**config.mk**
```make
export PLATFORM = sky130hd
export DESIGN_NAME = pcs_tx_ordered_set
export DESIGN_NICKNAME = d
export VERILOG_FILES = /design/src/rtl/pcs_8b10b_pkg.sv /design/src/rtl/pcs_tx_ordered_set.sv
export SDC_FILE = /design/constraint.sdc
export NUM_CORES = 1
export LEC_CHECK = 0
export CORE_ASPECT_RATIO = 1.5
export CORE_MARGIN = 5
export CORE_UTILIZATION = 45
export CTS_BUF_LIST = sky130_fd_sc_hd__clkbuf_16
export DETAILED_ROUTE_END_ITERATION = 6
export PLACE_DENSITY = 0.78
export SLEW_MARGIN = 40
export SYNTH_ARGS = -nofsm -noshare
export SYNTH_HDL_FRONTEND = slang
export SYNTH_SLANG_ARGS = --single-unit
```
**constraint.sdc**
```tcl
create_clock -name GTX_CLK -period 3.2 [get_ports GTX_CLK]
set_clock_uncertainty 0.2 [all_clocks]
set_input_delay 0.48 -clock GTX_CLK [delete_from_list [all_inputs] [get_ports GTX_CLK]]
set_output_delay 0.48 -clock GTX_CLK [all_outputs]
set_load 0.01 [all_outputs]
```
**src/rtl/pcs_8b10b_pkg.sv**
```systemverilog
// pcs_8b10b_pkg: 1000BASE-X 8B/10B character constants, TX ordered-set states, idle counter width
package pcs_8b10b_pkg;
  localparam logic [7:0] K28_5 = 8'hBC;
  localparam logic [7:0] K27_7 = 8'hFB;
  localparam logic [7:0] K29_7 = 8'hFD;
  localparam logic [7:0] K23_7 = 8'hF7;
  localparam logic [7:0] K30_7 = 8'hFE;
  localparam logic [7:0] D5_6  = 8'hC5;
  localparam logic [7:0] D16_2 = 8'h50;
  localparam int IDLE_CNT_W = 4;
  typedef enum logic [2:0] {
    IDLE_K = 3'd0,
    IDLE_D = 3'd1,
    START  = 3'd2,
    DATA   = 3'd3,
    END_T  = 3'd4,
    END_R1 = 3'd5,
    END_R2 = 3'd6,
    EXTEND = 3'd7
  } tx_state_t;
endpackage

```
**src/rtl/pcs_tx_ordered_set.sv**
```systemverilog
// pcs_tx_ordered_set: GMII TX to 8B/10B encoder sequencer (idles, /S/ /T/ /R/ /V/, even alignment); CARRIER_EXT_EN adds carrier extension.
// Ports: GTX_CLK clock, RESET sync active-high; TXD/TX_EN/TX_ER GMII in; RD encoder disparity;
// ENC_DATA/ENC_K/ENC_VALID to encoder; TX_EVEN code-group parity; TX_DROP discarded-octet pulse.
module pcs_tx_ordered_set
  import pcs_8b10b_pkg::*;
#(
  parameter int MIN_IDLE_SETS = 1
) (
  input  logic       GTX_CLK,
  input  logic       RESET,
  input  logic [7:0] TXD,
  input  logic       TX_EN,
  input  logic       TX_ER,
  input  logic       RD,
  output logic [7:0] ENC_DATA,
  output logic       ENC_K,
  output logic       ENC_VALID,
  output logic       TX_EVEN,
  output logic       TX_DROP
);
  localparam logic [IDLE_CNT_W-1:0] MIN = IDLE_CNT_W'(MIN_IDLE_SETS);
  tx_state_t state, nxt;
  logic [IDLE_CNT_W-1:0] cnt, cnt_inc;
  logic [7:0] data;
  logic k, drop, clr, start;
`ifdef CARRIER_EXT_EN
  logic ext;
`endif
  // TX_EVEN holds the parity of the group just sent, so END_R1 sees the /T/ parity directly
  always_comb begin
    cnt_inc = (cnt == MIN) ? cnt : cnt + 1'b1;
    start = TX_EN && cnt_inc == MIN;
    nxt = IDLE_K;
    data = K28_5;
    k = 1'b1;
    drop = 1'b0;
    clr = 1'b0;
`ifdef CARRIER_EXT_EN
    ext = !TX_EN && TX_ER;
`endif
    case (state)
      IDLE_K: begin
        nxt = IDLE_D;
        drop = TX_EN;
      end
      IDLE_D: begin
        data = RD ? D5_6 : D16_2;
        k = 1'b0;
        nxt = start ? START : IDLE_K;
        drop = TX_EN && !start;
      end
      START: nxt = DATA;
      DATA: begin
        data = !TX_EN ? K29_7 : TX_ER ? K30_7 : TXD;
        k = !TX_EN || TX_ER;
`ifdef CARRIER_EXT_EN
        nxt = TX_EN ? DATA : ext ? EXTEND : END_R1;
`else
        nxt = TX_EN ? DATA : END_R1;
`endif
      end
      END_R1: begin
        data = K23_7;
        nxt = TX_EVEN ? IDLE_K : END_R2;
        clr = TX_EVEN;
      end
      END_R2: begin
        data = K23_7;
        clr = 1'b1;
      end
`ifdef CARRIER_EXT_EN
      EXTEND: begin
        data = ext && TXD != 8'h0F ? K30_7 : K23_7;
        nxt = ext ? EXTEND : TX_EVEN ? IDLE_K : END_R2;
        clr = !ext && TX_EVEN;
      end
`endif
      default: ;
    endcase
    if (state == START) data = K27_7;
  end
  always_ff @(posedge GTX_CLK) begin
    if (RESET) begin
      ENC_DATA <= 8'h00;
      ENC_K <= 1'b0;
      ENC_VALID <= 1'b0;
      TX_DROP <= 1'b0;
      TX_EVEN <= 1'b0;
      state <= IDLE_K;
      cnt <= MIN;
    end else begin
      ENC_DATA <= data;
      ENC_K <= k;
      ENC_VALID <= 1'b1;
      TX_DROP <= drop;
      TX_EVEN <= !TX_EVEN;
      state <= nxt;
      cnt <= clr ? '0 : state == IDLE_D ? cnt_inc : cnt;
    end
  end
endmodule
```
# Yosys cells after proc, flatten, opt, wreduce, memory -nomap -nowiden
# Index checks and enable logic that the tools add are counted.
dict set report word_totals {
  wordCells 44
  output_inout_bits 12
  regBits 19
  in_bits 13
}
dict set report classes {
  addsub 1
  muxes 16
  n_eq_ne 7
  reduce_logical 11
}
# operator n
set op_table {}
lappend op_table {{8-bit two-way mux} 4}
lappend op_table {{8-bit case mux with 3 select lines} 1}
lappend op_table {{3-bit case mux with 5 select lines} 1}
lappend op_table {{4-bit by 1-bit == test with 1-bit output, second input constant} 2}
lappend op_table {{3-bit by 2-bit == test with 1-bit output, second input constant} 2}
lappend op_table {{3-bit == test, second input constant} 2}
lappend op_table {{3-bit two-way mux} 2}
lappend op_table {{1-bit case mux with 2 select lines} 3}
lappend op_table {{2-bit OR reduction} 3}
lappend op_table {{4-bit by 1-bit adder with 4-bit output, second input constant} 1}
lappend op_table {{4-bit two-way mux} 1}
lappend op_table {{3-bit by 1-bit == test with 1-bit output, second input constant} 1}
lappend op_table {{1-bit zero test} 3}
lappend op_table {{3-bit zero test} 1}
lappend op_table {{1-bit two-way mux} 3}
lappend op_table {{1-bit logical AND} 2}
lappend op_table {{2-bit two-way mux} 1}
lappend op_table {{2-bit nonzero test} 1}
lappend op_table {{1-bit logical OR} 1}

# Depth between registers and ports, before layout
# Gate-level depths: netlist (run 1).
dict set report logic_depth {
  word_depth 7
  mapped_depth 7
  depth_no_buf 7
}

# Worst setup path before layout (run 1)
# Ideal clock, no wire load.
dict set report synth_path {
  kind {reg-to-reg}
  start {register cnt[1]}
  end {register state[1]}
  n_path_buf 0
  path_slack_ps 1267
  stages_incl_launch_ff 8
  synth_period_minus_slack_ps 1933
  arrival_time_ps 1646
  path_cell_list {dfxtp_1 inv_1 ha_1 nand3_1 o31ai_2 a31oi_1 or4_1 a221oi_2}
}
dict set report synth_between {
  elab_chain_len 6
}
# item line_no
set synth_rtl {}
lappend synth_rtl {{start: declaration} pcs_tx_ordered_set.sv:23} ;# logic [IDLE_CNT_W-1:0] cnt, cnt_inc;
lappend synth_rtl {{start signal: assignment} pcs_tx_ordered_set.sv:98} ;# cnt <= clr ? '0 : state == IDLE_D ? cnt_inc : cnt;
lappend synth_rtl {{4-bit by 1-bit adder with 4-bit output / 4-bit by 1-bit == test with 1-bit output (equally long branches)} pcs_tx_ordered_set.sv:31} ;# cnt_inc = (cnt == MIN) ? cnt : cnt + 1'b1;
lappend synth_rtl {{4-bit two-way mux *} pcs_tx_ordered_set.sv:31}
lappend synth_rtl {{4-bit by 1-bit == test with 1-bit output *} pcs_tx_ordered_set.sv:32} ;# start = TX_EN && cnt_inc == MIN;
lappend synth_rtl {{1-bit logical AND *} pcs_tx_ordered_set.sv:32}
lappend synth_rtl {{2-bit two-way mux *} pcs_tx_ordered_set.sv:49} ;# nxt = start ? START : IDLE_K;
lappend synth_rtl {{3-bit case mux with 5 select lines *} pcs_tx_ordered_set.sv:41} ;# case (state)
lappend synth_rtl {{end signal: assignment} pcs_tx_ordered_set.sv:97} ;# state <= nxt;
lappend synth_rtl {{end: declaration} pcs_tx_ordered_set.sv:22} ;# tx_state_t state, nxt;
# Every way passes the cells marked *; elsewhere a longest branch is shown, timed or not.
# A chain may end at the register's enable or synchronous reset.

# Final worst setup path (run 1)
# Ends and elaborated chain as after synthesis.

==> results of run 1 <==
[report_power, final]
part	switching (W)	internal (W)	total (W)
clock	0.0000838	0.000166	0.000250
combinational	0.0000365	0.0000499	0.0000864
sequential	0.0000133	0.000252	0.000265
total	0.000134	0.000468	0.000601
[synthesized netlist by cell type (all sizes together) (2+ instances only)]
library cell / instances
clkbuf: 2
ha: 2
o21a: 2
nand2: 4
nor3: 3
a211oi: 2
a221oi: 2
buf: 3
a21oi: 7
nand2b: 4
nor2b: 2
xnor2: 2
o31ai: 2
nor2: 9
inv: 4
a31oi: 3
o21ai: 10
dfxtp: 19
[routing by layer]
layer  routed length, um  up-vias
li1                    -      401
met1                 847      364
met2                1070       19
met3                  80        3
met4                  28        0
met5                   0        -
[cells by family (layout without fill, tap and decap cells)]
group / Yosys count / in the layout
AO/OA/AOI/OAI: 33 / 33
XOR/XNOR: 3 / 3
buffers and inverters: 10 / 33
AND/OR/NAND/NOR: 30 / 30
adder cells (fa/ha/maj): 2 / 2
flip-flops: 19 / 19
multiplexers: 1 / 1
[sequential cells by signal (all words and copies together) (netlist names)]
register	cells
cnt	4
ENC_DATA	8
TX_EVEN	1
ENC_VALID	1
TX_DROP	1
ENC_K	1
state	3
[metrics by stage]
| stage | setup WS [ns] | cell area [sq um] | std cells | hold WS [ns] | total power (W) |
|---|---|---|---|---|---|
| 6_report | 1.12 | 1200 | 142 | 0.269 | 0.000601 |
| 5_1_grt | 0.990 | 1200 | 142 | 0.322 | 0.000629 |
| 4_1_cts | 1.11 | 1200 | 142 | 0.264 | 0.000602 |
| 3_5_place_dp | 1.06 | 1120 | 138 | 0.249 | 0.000355 |
| 3_3_place_gp | 1.09 | 1120 | 138 | 0.255 | 0.000355 |
| 2_1_floorplan | 1.27 | 898 | 98 | 0.266 | 0.000313 |
[layout make-up]
| class | instances | area [sq um] |
|---|---|---|
| clock inverters | 1 | 3.75 |
| inverters | 5 | 18.8 |
| multi-input cells | 69 | 452 |
| repair buffers | 24 | 240 |
| fillers | 173 | 682 |
| clock buffers | 3 | 75.1 |
| well taps | 21 | 26.3 |
| flip-flops and latches | 19 | 380 |
[cells in the final DEF (no fill, tap or decap), types with 2 or more instances in the layout]
cell and instances:
o21a_1 2, inv_1 5, nor2_1 9, nor3_1 3, ha_1 2, dfxtp_1 19, o21ai_0 9, nand2b_1 3
nand2_1 4, clkdlybuf4s50_1 24, a31oi_1 3, clkbuf_16 3, a211oi_1 2, xnor2_1 2, nor2b_1 2, a21oi_1 7
[final timing paths]
kind,to,slack [ns],depth (start not counted),startpoint
setup / recovery,state[1]$_SDFF_PP0_,1.12,7,cnt[1]$_SDFFE_PP0P_
setup reg to reg,state[1]$_SDFF_PP0_,1.12,7,cnt[1]$_SDFFE_PP0P_
hold reg to reg,TX_EVEN$_SDFF_PP0_,0.27,1,TX_EVEN$_SDFF_PP0_
hold / removal,TX_EVEN$_SDFF_PP0_,0.27,1,TX_EVEN$_SDFF_PP0_
[worst max-delay path, delay by kind of cell (launching register included)]
family / cells / cell delay (ns)
AND/OR/NAND/NOR: 2 / 0.63
flip-flops: 1 / 0.41
AO/OA/AOI/OAI: 3 / 0.37
adder cells (fa/ha/maj): 1 / 0.32
buffers and inverters: 1 / 0.07
==> impl_metrics.env, run 1 <==
export IMPL_status="finished, final reports clean"
export IMPL_synthMuxAreaShare=0.0125
export IMPL_ys_seq_area_frac=0.423
export IMPL_worstSkewPairLatency_ns=0.25
export IMPL_slowest_stage="or4_1"
export IMPL_io_buffer_count=24
export IMPL_syn_avg_cell_area_sq_um=9.17
export IMPL_finalMaxSlewViolations=0
export IMPL_coreArea_sq_um=1880
export IMPL_syn_area_sq_um=898
export IMPL_drive_gt1_frac=0.0744
export IMPL_synth_edf_count=0
export IMPL_cp_arrival_ns=2.05
export IMPL_place_congestion=0.784
export IMPL_maxCapViolCount=0
export IMPL_cts_sinks=19
export IMPL_vdd_drop_max_mv=0.409
export IMPL_criticalPathCategory="flop to flop"
export IMPL_cpPeakStageDelay_ns=0.53
export IMPL_synth_fa_ha_area_frac=0.0279
export IMPL_cts_setup_buffers=0
export IMPL_endpoint_kind="flop"
export IMPL_final_util=0.637
export IMPL_clock_fmax_ghz=0.480
export IMPL_cts_root_buf="clkbuf_16"
export IMPL_fin_nets=137
export IMPL_leakage_nw=0.461
export IMPL_viasPerCell=5.54
export IMPL_clock_path_buffers=2
export IMPL_synth_area_leader_cell="dfxtp_1"
export IMPL_grt_usage=0.151
export IMPL_busiest_layer="met2"
export IMPL_setup_violations_final=0
export IMPL_boundaryPins=25
export IMPL_wl_per_cell_um=14.3
export IMPL_grt_start_max_net_pins=20
export IMPL_syn_inst=98
export IMPL_synth_top_area_share=0.423
export IMPL_ys_types=40
export IMPL_grt_pass1_vias=763
export IMPL_use_met3=0.0305
export IMPL_cp_cell_sequence="inv_1, ha_1, nand3_1, o31ai_2, a31oi_1, or4_1, a221oi_2"
export IMPL_cts_buffers=3
export IMPL_cts_resized_gates=0
export IMPL_die_h_um=64.7
export IMPL_design_die_area_sq_um=3010
export IMPL_synth_seq_cells=19
export IMPL_wl_mm=2.03
export IMPL_relSlewSlack=0.629
export IMPL_gr_total_overflow=0
export IMPL_use_met1=0.179
export IMPL_yosys_warnings=0
export IMPL_critPathLaunchType="flop"
export IMPL_synth_top_family_by_area="compound AO/OA/AOI/OAI gates"
export IMPL_diodes=0
export IMPL_worstMarginPinSlew_ns=0.556
export IMPL_post_route_period_util=0.651
export IMPL_period_needed_ns=2.08
export IMPL_hold_class="flop to flop"
export IMPL_synth_compound_area_share=0.245
export IMPL_netlist_top_cells_area="dfxtp_1 (42%), o21ai_0 (5.0%), a21oi_1 (3.9%)"
export IMPL_async_flop_share=0
export IMPL_num_rows=19
export IMPL_synth_xor_area_share=0.0292
export IMPL_vias=787
export IMPL_holdBufCountCts=0
export IMPL_dp_hpwl_mm=1.47
export IMPL_ant_nets=0
export IMPL_ys_flop_type="dfxtp_1"
export IMPL_grt_pass1_wl_mm=3.43
export IMPL_synthToLayoutAreaGrowth_pct=33.1
export IMPL_dr_pass1_iters=4
export IMPL_fin_tns_setup_ns=0
export IMPL_antenna_found_initial=0
export IMPL_drt_initial_drc_count=29
export IMPL_cts_tree="built"
export IMPL_cp_required_ns=3.17
export IMPL_powerDensity_nw_per_um2=502
export IMPL_rsz0062_at_grt="no"
export IMPL_fp_dieW_um=46.5
export IMPL_ctsHtreeMaxLevel=1
export IMPL_crit_path_max_fanout=5
export IMPL_synth_simple_area_share=0.188
export IMPL_drcViolationCount=0
export IMPL_initial_utilization=0.478
export IMPL_clkTransAtPathRegs_ns=0.05
export IMPL_final_hold_viol_count=0
export IMPL_syn_nets=113
export IMPL_grtUsageMet2=0.262
No activity file was read; power rests on OpenSTA's default activity.
==> inputs of run 2 (changes only) <==
- CORE_UTILIZATION: 45 -> 41
- PLACE_DENSITY: 0.78 -> 0.75
- clock period: 3.2 -> 1.7 ns (I/O delays scaled with it)
==> impl_metrics.env, run 2 (synthesized netlist as in run 1, its figures left out) <==
export IMPL_relSlewSlack=0.754
export IMPL_cts_tree="built"
export IMPL_maxCapViolCount=0
export IMPL_clock_path_buffers=2
export IMPL_grt_start_max_net_pins=15
export IMPL_worstSkewPairLatency_ns=0.25
export IMPL_rsz0062_at_grt="yes"
export IMPL_p_seq_frac=0.414
export IMPL_setup_violations_final=1
export IMPL_worstMarginPinSlew_ns=0.365
export IMPL_viasPerCell=5.50
export IMPL_critPathLaunchType="flop"
export IMPL_r2r_start="cnt[1]$_SDFFE_PP0P_"
export IMPL_synthToLayoutAreaGrowth_pct=50.1
export IMPL_num_rows=20
export IMPL_vias=874
export IMPL_drive_gt1_frac=0.226
export IMPL_grt_usage=0.166
export IMPL_place_congestion=0.833
export IMPL_r2r_end="state[1]$_SDFF_PP0_"
export IMPL_gr_total_overflow=0
export IMPL_final_hold_viol_count=0
export IMPL_reg2regPathDepth=7
export IMPL_register_area_sq_um=383
export IMPL_dpl_cell_area_sq_um=1250
export IMPL_die_h_um=67.3
export IMPL_finalMaxSlewViolations=0
export IMPL_criticalPathCategory="flop to flop"
export IMPL_endpoint_kind="flop"
export IMPL_worstHoldEndpoint="TX_EVEN$_SDFF_PP0_"
export IMPL_hold_class="flop to flop"
export IMPL_pwr_share_clk=0.404
export IMPL_switching_share=0.229
export IMPL_grt_pass1_wl_mm=3.92
export IMPL_io_buffer_count=24
export IMPL_power_frac_comb=0.182
export IMPL_clock_fmax_ghz=0.534
export IMPL_powerDensity_nw_per_um2=872
export IMPL_leakage_nw=0.543
export IMPL_post_route_period_util=1.10
export IMPL_p_int_w=0.000908
export IMPL_grt_pass1_vias=939
export IMPL_drt_initial_drc_count=24
export IMPL_r2r_slack_ns=-0.17
export IMPL_final_util=0.657
export IMPL_crit_path_max_fanout=3
export IMPL_boundaryPins=25
export IMPL_ant_nets=0
export IMPL_drcViolationCount=0
export IMPL_initial_utilization=0.438
export IMPL_dr_pass1_iters=4
export IMPL_wl_mm=2.39
export IMPL_critical_path_startpoint="cnt[1]$_SDFFE_PP0P_"
export IMPL_violations="setup timing"
export IMPL_fin_area_sq_um=1350
export IMPL_largest_register_ff_count=8
export IMPL_status="finished, violations left"
export IMPL_setup_ws_ns=-0.173
export IMPL_fin_nets=153
export IMPL_top_regs="ENC_DATA x8, cnt x4, state x3"
export IMPL_cp_required_ns=1.67
export IMPL_regMostFlops="ENC_DATA"
export IMPL_holdCritStartpoint="TX_EVEN$_SDFF_PP0_"
export IMPL_cts_sinks=19
export IMPL_diodes=0
export IMPL_cp_arrival_ns=1.84
export IMPL_final_cell_mix="clkdlybuf4s50_1 (24), dfxtp_1 (17), buf_4 (15)"
export IMPL_vdd_drop_max_mv=0.596
export IMPL_layout_commonest_cell="clkdlybuf4s50_1"
export IMPL_design_die_area_sq_um=3250
export IMPL_period_needed_ns=1.87
export IMPL_ctsHtreeMaxLevel=1
export IMPL_clkTransAtPathRegs_ns=0.05
export IMPL_wl_per_cell_um=15.0
export IMPL_cts_root_buf="clkbuf_16"
export IMPL_worst_hold_path_num_cells=1
export IMPL_p_switching_w=0.000269
export IMPL_coreArea_sq_um=2050
export IMPL_cts_buffers=3
export IMPL_dp_hpwl_mm=1.78
export IMPL_multi_input_area_sq_um=477
export IMPL_n_fill_cell=172
export IMPL_antenna_found_initial=0
export IMPL_fp_dieW_um=48.2
## run 2: worst max-delay path by stage
| stage | endpoint | slack (ns) | depth (start not counted) |
|---|---|---|---|
| after detailed placement | state[1]$_SDFF_PP0_ | -0.18 | 7 |
| after CTS | state[1]$_SDFF_PP0_ | -0.18 | 7 |
| after global routing | state[1]$_SDFF_PP0_ | -0.30 | 7 |
| final | state[1]$_SDFF_PP0_ | -0.17 | 7 |
| after floorplan | state[1]$_SDFF_PP0_ | -0.12 | 7 |
| after global placement | state[1]$_SDFF_PP0_ | -0.12 | 7 |
## run 2: area by class of cell
class | instances | share of cell area
timing repair buffer | 40 | 0.270
tap | 22 | 0.0204
inverter | 5 | 0.0139
clock inverter | 1 | 0.00278
clock buffer | 3 | 0.0557
multi-input combinational | 69 | 0.353
sequential | 19 | 0.284
## run 2: power by group through the flow
stage	registers (W)	logic (W)	clock network, W
global route	0.000489	0.000232	0.000508
floorplan	0.000505	0.0000851	0
CTS	0.000487	0.000210	0.000478
finish	0.000488	0.000214	0.000476
global placement	0.000494	0.000205	0
detailed placement	0.000495	0.000208	0
## run 2: per-stage QoR
| stage | total power (W) | setup TNS [ns] | cells | worst slack (ns) | hold slack, ns |
|---|---|---|---|---|---|
| floorplan | 0.000590 | -0.123 | 98 | -0.123 | 0.180 |
| CTS | 0.00118 | -0.179 | 159 | -0.179 | 0.272 |
| global placement | 0.000699 | -0.275 | 155 | -0.117 | 0.249 |
| detailed placement | 0.000704 | -0.412 | 155 | -0.184 | 0.257 |
| finish | 0.00118 | -0.173 | 159 | -0.173 | 0.272 |
| global route | 0.00123 | -0.301 | 159 | -0.301 | 0.317 |
## run 2: what timing repair did
item,4_1_cts,5_1_grt
setup endpoints to repair,1,5
hold buffers,0,0
buffers inserted,0,0
gates resized for setup,1,4
## run 2: routing by layer
metal  GRT usage  up-vias  share of wire
li1            -      434              -
met1       0.171      412           0.38
met2       0.297       22           0.56
met3      0.0320        6          0.038
met4      0.0842        0          0.020
met5           0        -              0
## run 2: critical path, cell delays in order, from the launching register on
cell and delay, ns:
dfxtp_2 0.34, inv_2 0.05, ha_4 0.27, nand3_2 0.07, o31ai_2 0.07, a31oi_1 0.09, or4_1 0.49, a221oi_2 0.21
